### config.mk
export PLATFORM = sky130hd
export DESIGN_NAME = adc_sequencer
export DESIGN_NICKNAME = d
export VERILOG_FILES = /design/src/rtl/adc_sequencer.sv
export SDC_FILE = /design/constraint.sdc
export NUM_CORES = 1
export LEC_CHECK = 0
export CAP_MARGIN = 20
export CORE_MARGIN = 4
export CORE_UTILIZATION = 45
export CTS_CLUSTER_DIAMETER = 120
export DETAILED_ROUTE_END_ITERATION = 12
export SLEW_MARGIN = 15
export SYNTH_ARGS = -nofsm -noshare
export SYNTH_HDL_FRONTEND = slang
export SYNTH_SLANG_ARGS = --single-unit
### constraint.sdc
create_clock -name clk -period 2.95 [get_ports clk]
set_clock_uncertainty 0.15 [all_clocks]
set_input_delay 0.59 -clock clk [delete_from_list [all_inputs] [get_ports clk]]
set_output_delay 0.59 -clock clk [all_outputs]
set_load 0.01 [all_outputs]
### src/rtl/adc_sequencer.sv
// adc_sequencer: free-running round-robin scan engine for an 8-channel 12-bit
// serial ADC (CS_N / SADDR / SCLK / SDAT). It keeps a latest-value bank and
// emits a one-clock strobe for every stored sample.
// Each frame returns the conversion of the address sent in the previous frame,
// so the first frame after leaving IDLE carries nothing useful and is dropped.
module adc_sequencer #(
  parameter int CLK_DIV = 16,
  parameter int NUM_CH  = 8,
  parameter int GAP_CYC = 4
) (
  input  logic        clk,
  input  logic        reset_n,
  input  logic        enable,
  output logic        adc_cs_n,
  output logic        adc_saddr,
  output logic        adc_sclk,
  input  logic        adc_sdat,
  input  logic [2:0]  rd_addr,
  output logic [11:0] rd_data,
  output logic        sample_valid,
  output logic [2:0]  sample_ch,
  output logic [11:0] sample_data,
  output logic        sweep_done
);

  localparam int CNT_MAX = (CLK_DIV > GAP_CYC) ? CLK_DIV : GAP_CYC;
  localparam int CNT_W   = $clog2(CNT_MAX + 1);
  localparam logic [2:0] LAST_CH = 3'(NUM_CH - 1);

  typedef enum logic [1:0] {IDLE, START, SHIFT, GAP} state_t;

  state_t            state, state_nxt;
  logic [CNT_W-1:0]  div_cnt;
  logic              half_tick, gap_tick;
  logic              ph;            // 0 = sclk low half, 1 = sclk high half
  logic [3:0]        bit_idx;
  logic [2:0]        next_ch, cur_ch;
  logic              discard;
  logic              sdat_s1, sdat_s2;
  logic              cap_req;
  logic [1:0]        vld_pipe;      // capture strobe delayed to match the synchroniser
  logic [11:0]       shift_reg, shift_fin;
  logic              gap_entry;
  logic [7:0][11:0]  bank;

  assign half_tick = (div_cnt == CNT_W'(CLK_DIV - 1));
  assign gap_tick  = (div_cnt == CNT_W'(GAP_CYC - 1));
  assign gap_entry = (state == SHIFT) && (state_nxt == GAP);

  // Rising-edge tick of a data cycle (b >= 4); the leading zeros are skipped.
  assign cap_req = (state == SHIFT) && !ph && half_tick && (bit_idx >= 4'd4);

  // With CLK_DIV=2 the last capture lands on the GAP-entry edge; fold it in.
  assign shift_fin = vld_pipe[1] ? {shift_reg[10:0], sdat_s2} : shift_reg;

  // State register.
  always_ff @(posedge clk or negedge reset_n) begin
    if (!reset_n) state <= IDLE;
    else          state <= state_nxt;
  end

  // Next-state logic; enable is only looked at in IDLE and at the end of GAP.
  always_comb begin
    state_nxt = state;
    case (state)
      IDLE:    if (enable) state_nxt = START;
      START:   if (half_tick) state_nxt = SHIFT;
      SHIFT:   if (half_tick && ph && (bit_idx == 4'd15)) state_nxt = GAP;
      GAP:     if (gap_tick) state_nxt = enable ? START : IDLE;
      default: state_nxt = IDLE;
    endcase
  end

  // Pin decode: idle levels everywhere except START/SHIFT.
  always_comb begin
    adc_cs_n  = 1'b1;
    adc_sclk  = 1'b1;
    adc_saddr = 1'b0;
    case (state)
      START: adc_cs_n = 1'b0;
      SHIFT: begin
        adc_cs_n = 1'b0;
        adc_sclk = ph;
        case (bit_idx)
          4'd2:    adc_saddr = next_ch[2];
          4'd3:    adc_saddr = next_ch[1];
          4'd4:    adc_saddr = next_ch[0];
          default: adc_saddr = 1'b0;
        endcase
      end
      default: ;
    endcase
  end

  // Half-period / gap counter; restarts on every state entry and on wrap.
  always_ff @(posedge clk or negedge reset_n) begin
    if (!reset_n)                                div_cnt <= '0;
    else if (state_nxt != state || state == IDLE) div_cnt <= '0;
    else if (state != GAP && half_tick)          div_cnt <= '0;
    else                                         div_cnt <= div_cnt + 1'b1;
  end

  // SCLK phase and bit index; b advances on each falling edge.
  always_ff @(posedge clk or negedge reset_n) begin
    if (!reset_n) begin
      ph      <= 1'b0;
      bit_idx <= '0;
    end else if (state != SHIFT) begin
      ph      <= 1'b0;
      bit_idx <= '0;
    end else if (half_tick) begin
      ph <= ~ph;
      if (ph) bit_idx <= bit_idx + 1'b1;
    end
  end

  // Two-flop synchroniser for the asynchronous DOUT pin.
  always_ff @(posedge clk or negedge reset_n) begin
    if (!reset_n) begin
      sdat_s1 <= 1'b0;
      sdat_s2 <= 1'b0;
    end else begin
      sdat_s1 <= adc_sdat;
      sdat_s2 <= sdat_s1;
    end
  end

  // Capture two clocks after the rising tick, MSB first.
  always_ff @(posedge clk or negedge reset_n) begin
    if (!reset_n) begin
      vld_pipe  <= '0;
      shift_reg <= '0;
    end else begin
      vld_pipe <= {vld_pipe[0], cap_req};
      if (vld_pipe[1]) shift_reg <= {shift_reg[10:0], sdat_s2};
    end
  end

  // Channel bookkeeping: next_ch is addressed now, cur_ch owns the returning data.
  always_ff @(posedge clk or negedge reset_n) begin
    if (!reset_n) begin
      next_ch <= '0;
      cur_ch  <= '0;
      discard <= 1'b1;
    end else if (state == IDLE && enable) begin
      next_ch <= '0;
      discard <= 1'b1;
    end else if (gap_entry) begin
      cur_ch  <= next_ch;
      next_ch <= (next_ch == LAST_CH) ? 3'd0 : next_ch + 3'd1;
      discard <= 1'b0;
    end
  end

  // Bank write and sample strobes at GAP entry.
  always_ff @(posedge clk or negedge reset_n) begin
    if (!reset_n) begin
      bank         <= '0;
      sample_valid <= 1'b0;
      sample_ch    <= '0;
      sample_data  <= '0;
      sweep_done   <= 1'b0;
    end else begin
      sample_valid <= 1'b0;
      sweep_done   <= 1'b0;
      if (gap_entry && !discard) begin
        bank[cur_ch] <= shift_fin;
        sample_valid <= 1'b1;
        sample_ch    <= cur_ch;
        sample_data  <= shift_fin;
        sweep_done   <= (cur_ch == LAST_CH);
      end
    end
  end

  assign rd_data = (int'(rd_addr) < NUM_CH) ? bank[rd_addr] : 12'd0;

endmodule

# Yosys cells after proc, flatten, opt, wreduce, memory -nomap -nowiden
# Cells that the tools add are included.
# word_totals
regBits	148
latchBits	0
mem_bits_rw	0
mem_bits_ro	0
input_bits	7
elab_cells	97
mem_count	0
# op_classes
addsub	3
multipliers	0
div	0
magnitude_cmp	4
eq_ne	15
shifts	0
mux	30
bitwise	2
n_reduce_logical	20
# op_table
op	n
$bwmux 96	1
$bmux 12 s3	1
$demux 12 s3	1
$mux 12	3
$mux 4	3
$logic_and 1x1->1	10
$mux 1	10
$mux 5	2
$mux 3	3
$eq 4x2->1 const B	2
$lt 3x4->1 const B	2
$mux 2	4
$pmux 2 s4	1
$eq 2x2->1 const B	3
$eq 3x3->1 const B	2
$reduce_bool 2->1	3
$add 5x1->5 const B	1
$eq 5x2->1 const B	1
$eq 5x4->1 const B	1
$add 4x1->4 const B	1
$eq 4x3->1 const B	1
$eq 4x4->1 const B	1
$ge 4x3->1 const B	1
$ne 2x2->1 const B	2
other kinds (11)	14

# Longest topological paths before layout
# logic_depth
ltp_word	9
depth_mapped	11
mapped_depth_nobuf	8

# Worst setup path before layout
# OpenSTA, ideal clock, no wires.
# synth_timing
path_kind	input-to-output
start	input port rd_addr[0]
end	output port rd_data[0]
t_arrival_ns	2.023
slack_ns	0.187
path_stages	4
path_buffers	2
path_cell_list	clkbuf_1 buf_2 mux4_2 mux2_2
# synth_via
elab_chain_len	2
# synth_rtl
item	line	rtl
from (decl)	18	input logic [2:0] rd_addr,
$bmux 12 s3	176	assign rd_data = (int'(rd_addr) < NUM_CH) ? bank[rd_addr] : 12'd0;
$mux 12 (implied by the code)	176	
to (decl)	19	output logic [11:0] rd_data,
# Every way passes these cells. The select of a mux whose other input is x is not followed.

# Worst setup path in the final report
# layout_timing
start	input port rd_addr[0]
end	output port rd_data[9]
# Same word-level chain as after synthesis.

==> run summary <==
The run finished with clean final reports. The H-tree depth is 4. The proportion of synthesized chip area in sequential cells came out at 0.546. The highest fanout seen on the critical path came out at 12. Entering global routing, the biggest net connects 57 pins. By area, the combinational part of the netlist is dominated by multiplexers. The horizontal extent of the die came out at 131 um. The initial antenna violation count was 0. The number of fillers in the final layout came out at 1169. Setup violations remaining at the end of the flow were counted as 0. The wire length of the first global-routing pass is 22.6 mm. The first-pass detailed-route iteration total came out at 4. After layout, the worst setup slack is 0.0530 ns. The number of routed nets with antenna violations came out at 0. The area of combinational cells with multiple inputs is 2930 um2. The floorplan step defined a die boundary enclosing between 15000 and 20000 um2. The area fraction of the dominant cell type after synthesis came out at 0.542. The share of async-settable or async-resettable flops after synthesis is 1.00. The path class of the tightest hold or removal check is reg -> reg. The complex-gate fraction of the synthesized area was 0.0306. 39 I/O pins were placed. The synthesized netlist contains 56 unique library cells.

The TritonCTS buffer count is 17. The register with the most flip-flops in the layout has 96 of them. The cell count after synthesis is 450. The startpoint type of the worst setup path is a primary input.

The most used standard cell by instance count after synthesis is sky130_fd_sc_hd__dfrtp_1. The met1 wire length is 6.41 mm. The largest buffer count on any clock path came out at 2.

The leakage power is 0.00410 uW. The floorplan has 44 rows. The number of cells on the worst reg-to-reg path is 10. The endpoint of the most critical register-to-register path is sample_data[4]. The post-placement worst setup slack came out at -0.216 ns. The placed standard-cell area is 7540 um2. The congestion estimate from routability-driven global placement came to 0.764. The final wirelength came out at 14.0 mm.

By area the synthesized netlist is led by sky130_fd_sc_hd__dfrtp_1, sky130_fd_sc_hd__mux2_2, sky130_fd_sc_hd__mux4_2, sky130_fd_sc_hd__mux2_4, sky130_fd_sc_hd__ha_1. The final standard cell utilization of the core came out at 0.565. The placed cell count is 671.

The finished layout cell area is 8280 um2. During placement, the flow inserted port buffers numbering 38. The number of synthesized flops with an enable pin is 0.

The worst register-to-register path begins at state[1]. The final-report hold violation count came out at 0. The final routed DRC violation total came out at 0.

The adder-cell share of the synthesized area is 0.0203. The worst hold path stage count is 0. The starting utilization of the core area came out at 0.464.

The final routed wire length divided by cell count is 19.6 um. Setup repair after global routing left no endpoint under its margin. The number of antenna repair diodes is 0.

STA classifies the critical path endpoint as an output pin. The number of vias per cell after detailed routing came out at between 5 and 6. The source-to-sink clock delay at the later pin of the worst-skew pair came out at between 0.4 and 0.5 ns. The area growth from synthesis to layout is 21.9%. The arrival time of data at the critical path endpoint came out at 2.16 ns. Of all cell types, the one taking the most synthesized area is sky130_fd_sc_hd__dfrtp_1.

The power per standard cell area came out at 574 nW/um2. Setup slack on the worst reg-to-reg path comes out at 0.31 ns. The number of global-route vias before repair is between 4000 and 5000. The highest routing layer actually used is met4.

The number of cells in the finished layout apart from fillers is 712. Across the VDD grid, the largest voltage drop is 0.000379 V. The peak clock frequency supported by timing is 345 MHz. The total length of routed met2 wires is 6.89 mm. The cell chosen for the clock root is sky130_fd_sc_hd__clkbuf_16. The count of yosys warnings during synthesis is 0. The global-route congestion overflow total came out at 0.

The simple-gate area share of the yosys netlist is 0.0597. The post-route minimum period came out at 2.90 ns. The overall via count from detail_route is ~4000. The terminating pin of the worst hold path is vld_pipe[1]. STA puts the critical path data required time at around 2.2 ns. Headroom to the max-slew limit came out at 0.661. Among all flip-flop cells after synthesis, the most frequent one is sky130_fd_sc_hd__dfrtp_1. The wire-length estimate of the detail-placed layout is roughly 8.5 mm. The core box area is 14600 um2. The number of nets in the layout came out at 533. The startpoint identified for the worst hold timing path is vld_pipe[0]. The number of pins exceeding their max-slew limit in the final report came out at 0.

The post-synthesis net count came out at 468. The amount of wire on met3 after detailed routing is 497 um. The CTS tree is built. Measured against the total synthesized area, the mux share comes to 0.312.

The flop and latch count out of synthesis came out at around 150. The sequential cell area is 3700 um2. The transition at the pin with the smallest max-transition slack is 0.509 ns.

The clock transition at the registers of the reported paths is 0.06 ns. The number of sinks driven by the clock tree came out at ~150. Counting instances in the post-synthesis netlist gives the leading cell types as sky130_fd_sc_hd__dfrtp_1, sky130_fd_sc_hd__mux2_2, sky130_fd_sc_hd__mux4_2, sky130_fd_sc_hd__nand2_1.

The critical path in this run is classified as in -> out. The number of DRC markers in iteration 0 came out at 172. The synthesized area is 6790 um2.

Of the total synthesized cell area, the portion taken by XOR and XNOR cells is 0.00645. Across the run, the number of max-cap violations was 0. Across every metal layer, demand over resource in global routing totals 0.179. Dividing the final minimum period by the clock period gives 0.982. The chip height is 131 um. Of the cells placed in the final design, the portion with a size suffix greater than 1 is 0.458. A synthesized cell averages approximately 15 um2.
==> final cells by class <==
type / count / area share
tap: 184 / 0.0278
clock buffer: 20 / 0.0564
clock inverter: 12 / 0.0186
inverter: 9 / 0.00408
multi-input combinational: 271 / 0.354
timing repair buffer: 68 / 0.0916
sequential: 148 / 0.448
==> power breakdown <==
part           switching [uW]  total (uW)  internal, uW
clock network             834        2230          1400
logic                     238         420           181
registers                40.5        2100          2060
total                    1110        4750          3640
==> cell usage in the layout (no fill, tap or decap), drive strengths merged, types with 2 or more instances in the layout <==
cell type	instances
nor3	5
clkdlybuf4s50	29
dlygate4sd2	2
clkbuf	20
nand4b	2
a31oi	4
xnor2	2
nor3b	2
o21ai	5
or3	3
ha	11
nand3	12
xor2	3
bufinv	3
mux2	137
dfrtp	147
nand2b	2
clkinvlp	3
nor4b	3
nand2	15
inv	8
dlymetal6s2s	4
clkinv	7
a21oi	6
nor2	13
nor2b	2
mux4	24
or4b	2
buf	31
==> stage by stage <==
stage	hold slack, ns	power (uW)	setup TNS [ns]
2_1_floorplan	0.144	2380	0
3_3_place_gp	0.188	2530	-2.22
3_5_place_dp	0.210	2540	-2.24
4_1_cts	0.221	4800	0
5_1_grt	0.234	4960	0
6_report	0.225	4750	0
==> timing repair <==
| item | 4_1_cts | 5_1_grt |
|---|---|---|
| hold buffers | 1 | 0 |
| resized for setup | 7 | 5 |
| gates cloned | 1 | 0 |
| endpoints found under the hold margin | 34 | 0 |
| endpoints found under the setup margin | 13 | 11 |
| buffers inserted | 0 | 7 |
==> worst max-delay path: stages <==
cell and delay, ns:
sky130_fd_sc_hd__buf_2 0.14, sky130_fd_sc_hd__buf_12 0.17, sky130_fd_sc_hd__mux4_2 0.50, sky130_fd_sc_hd__mux2_2 0.28, sky130_fd_sc_hd__clkdlybuf4s50_1 0.48
==> logic make-up after synthesis <==
family,Yosys count
AOI/OAI and AO/OA,29
xor gates and xnor gates,5
adders and majority gates,11
buffers and inverters,31
DFF,148
muxes,161
and+or+nand+nor,65
==> per-layer routing <==
| metal | vias to the layer above | GRT usage |
|---|---|---|
| li1 | 1799 | - |
| met1 | 2087 | 0.240 |
| met2 | 64 | 0.286 |
| met3 | 13 | 0.0520 |
| met4 | 0 | 0.0490 |
| met5 | - | 0 |
==> worst max path at each step <==
stage          slack (ns)          end  cells past startpoint       start
2_1_floorplan        0.19   rd_data[0]                      4  rd_addr[0]
3_3_place_gp        -0.21   rd_data[0]                      5  rd_addr[1]
3_5_place_dp        -0.22   rd_data[0]                      5  rd_addr[1]
4_1_cts              0.01  rd_data[10]                      5  rd_addr[0]
5_1_grt             0.006   rd_data[9]                      5  rd_addr[0]
6_report             0.05   rd_data[9]                      5  rd_addr[0]
(Power assumes the default switching activity.)
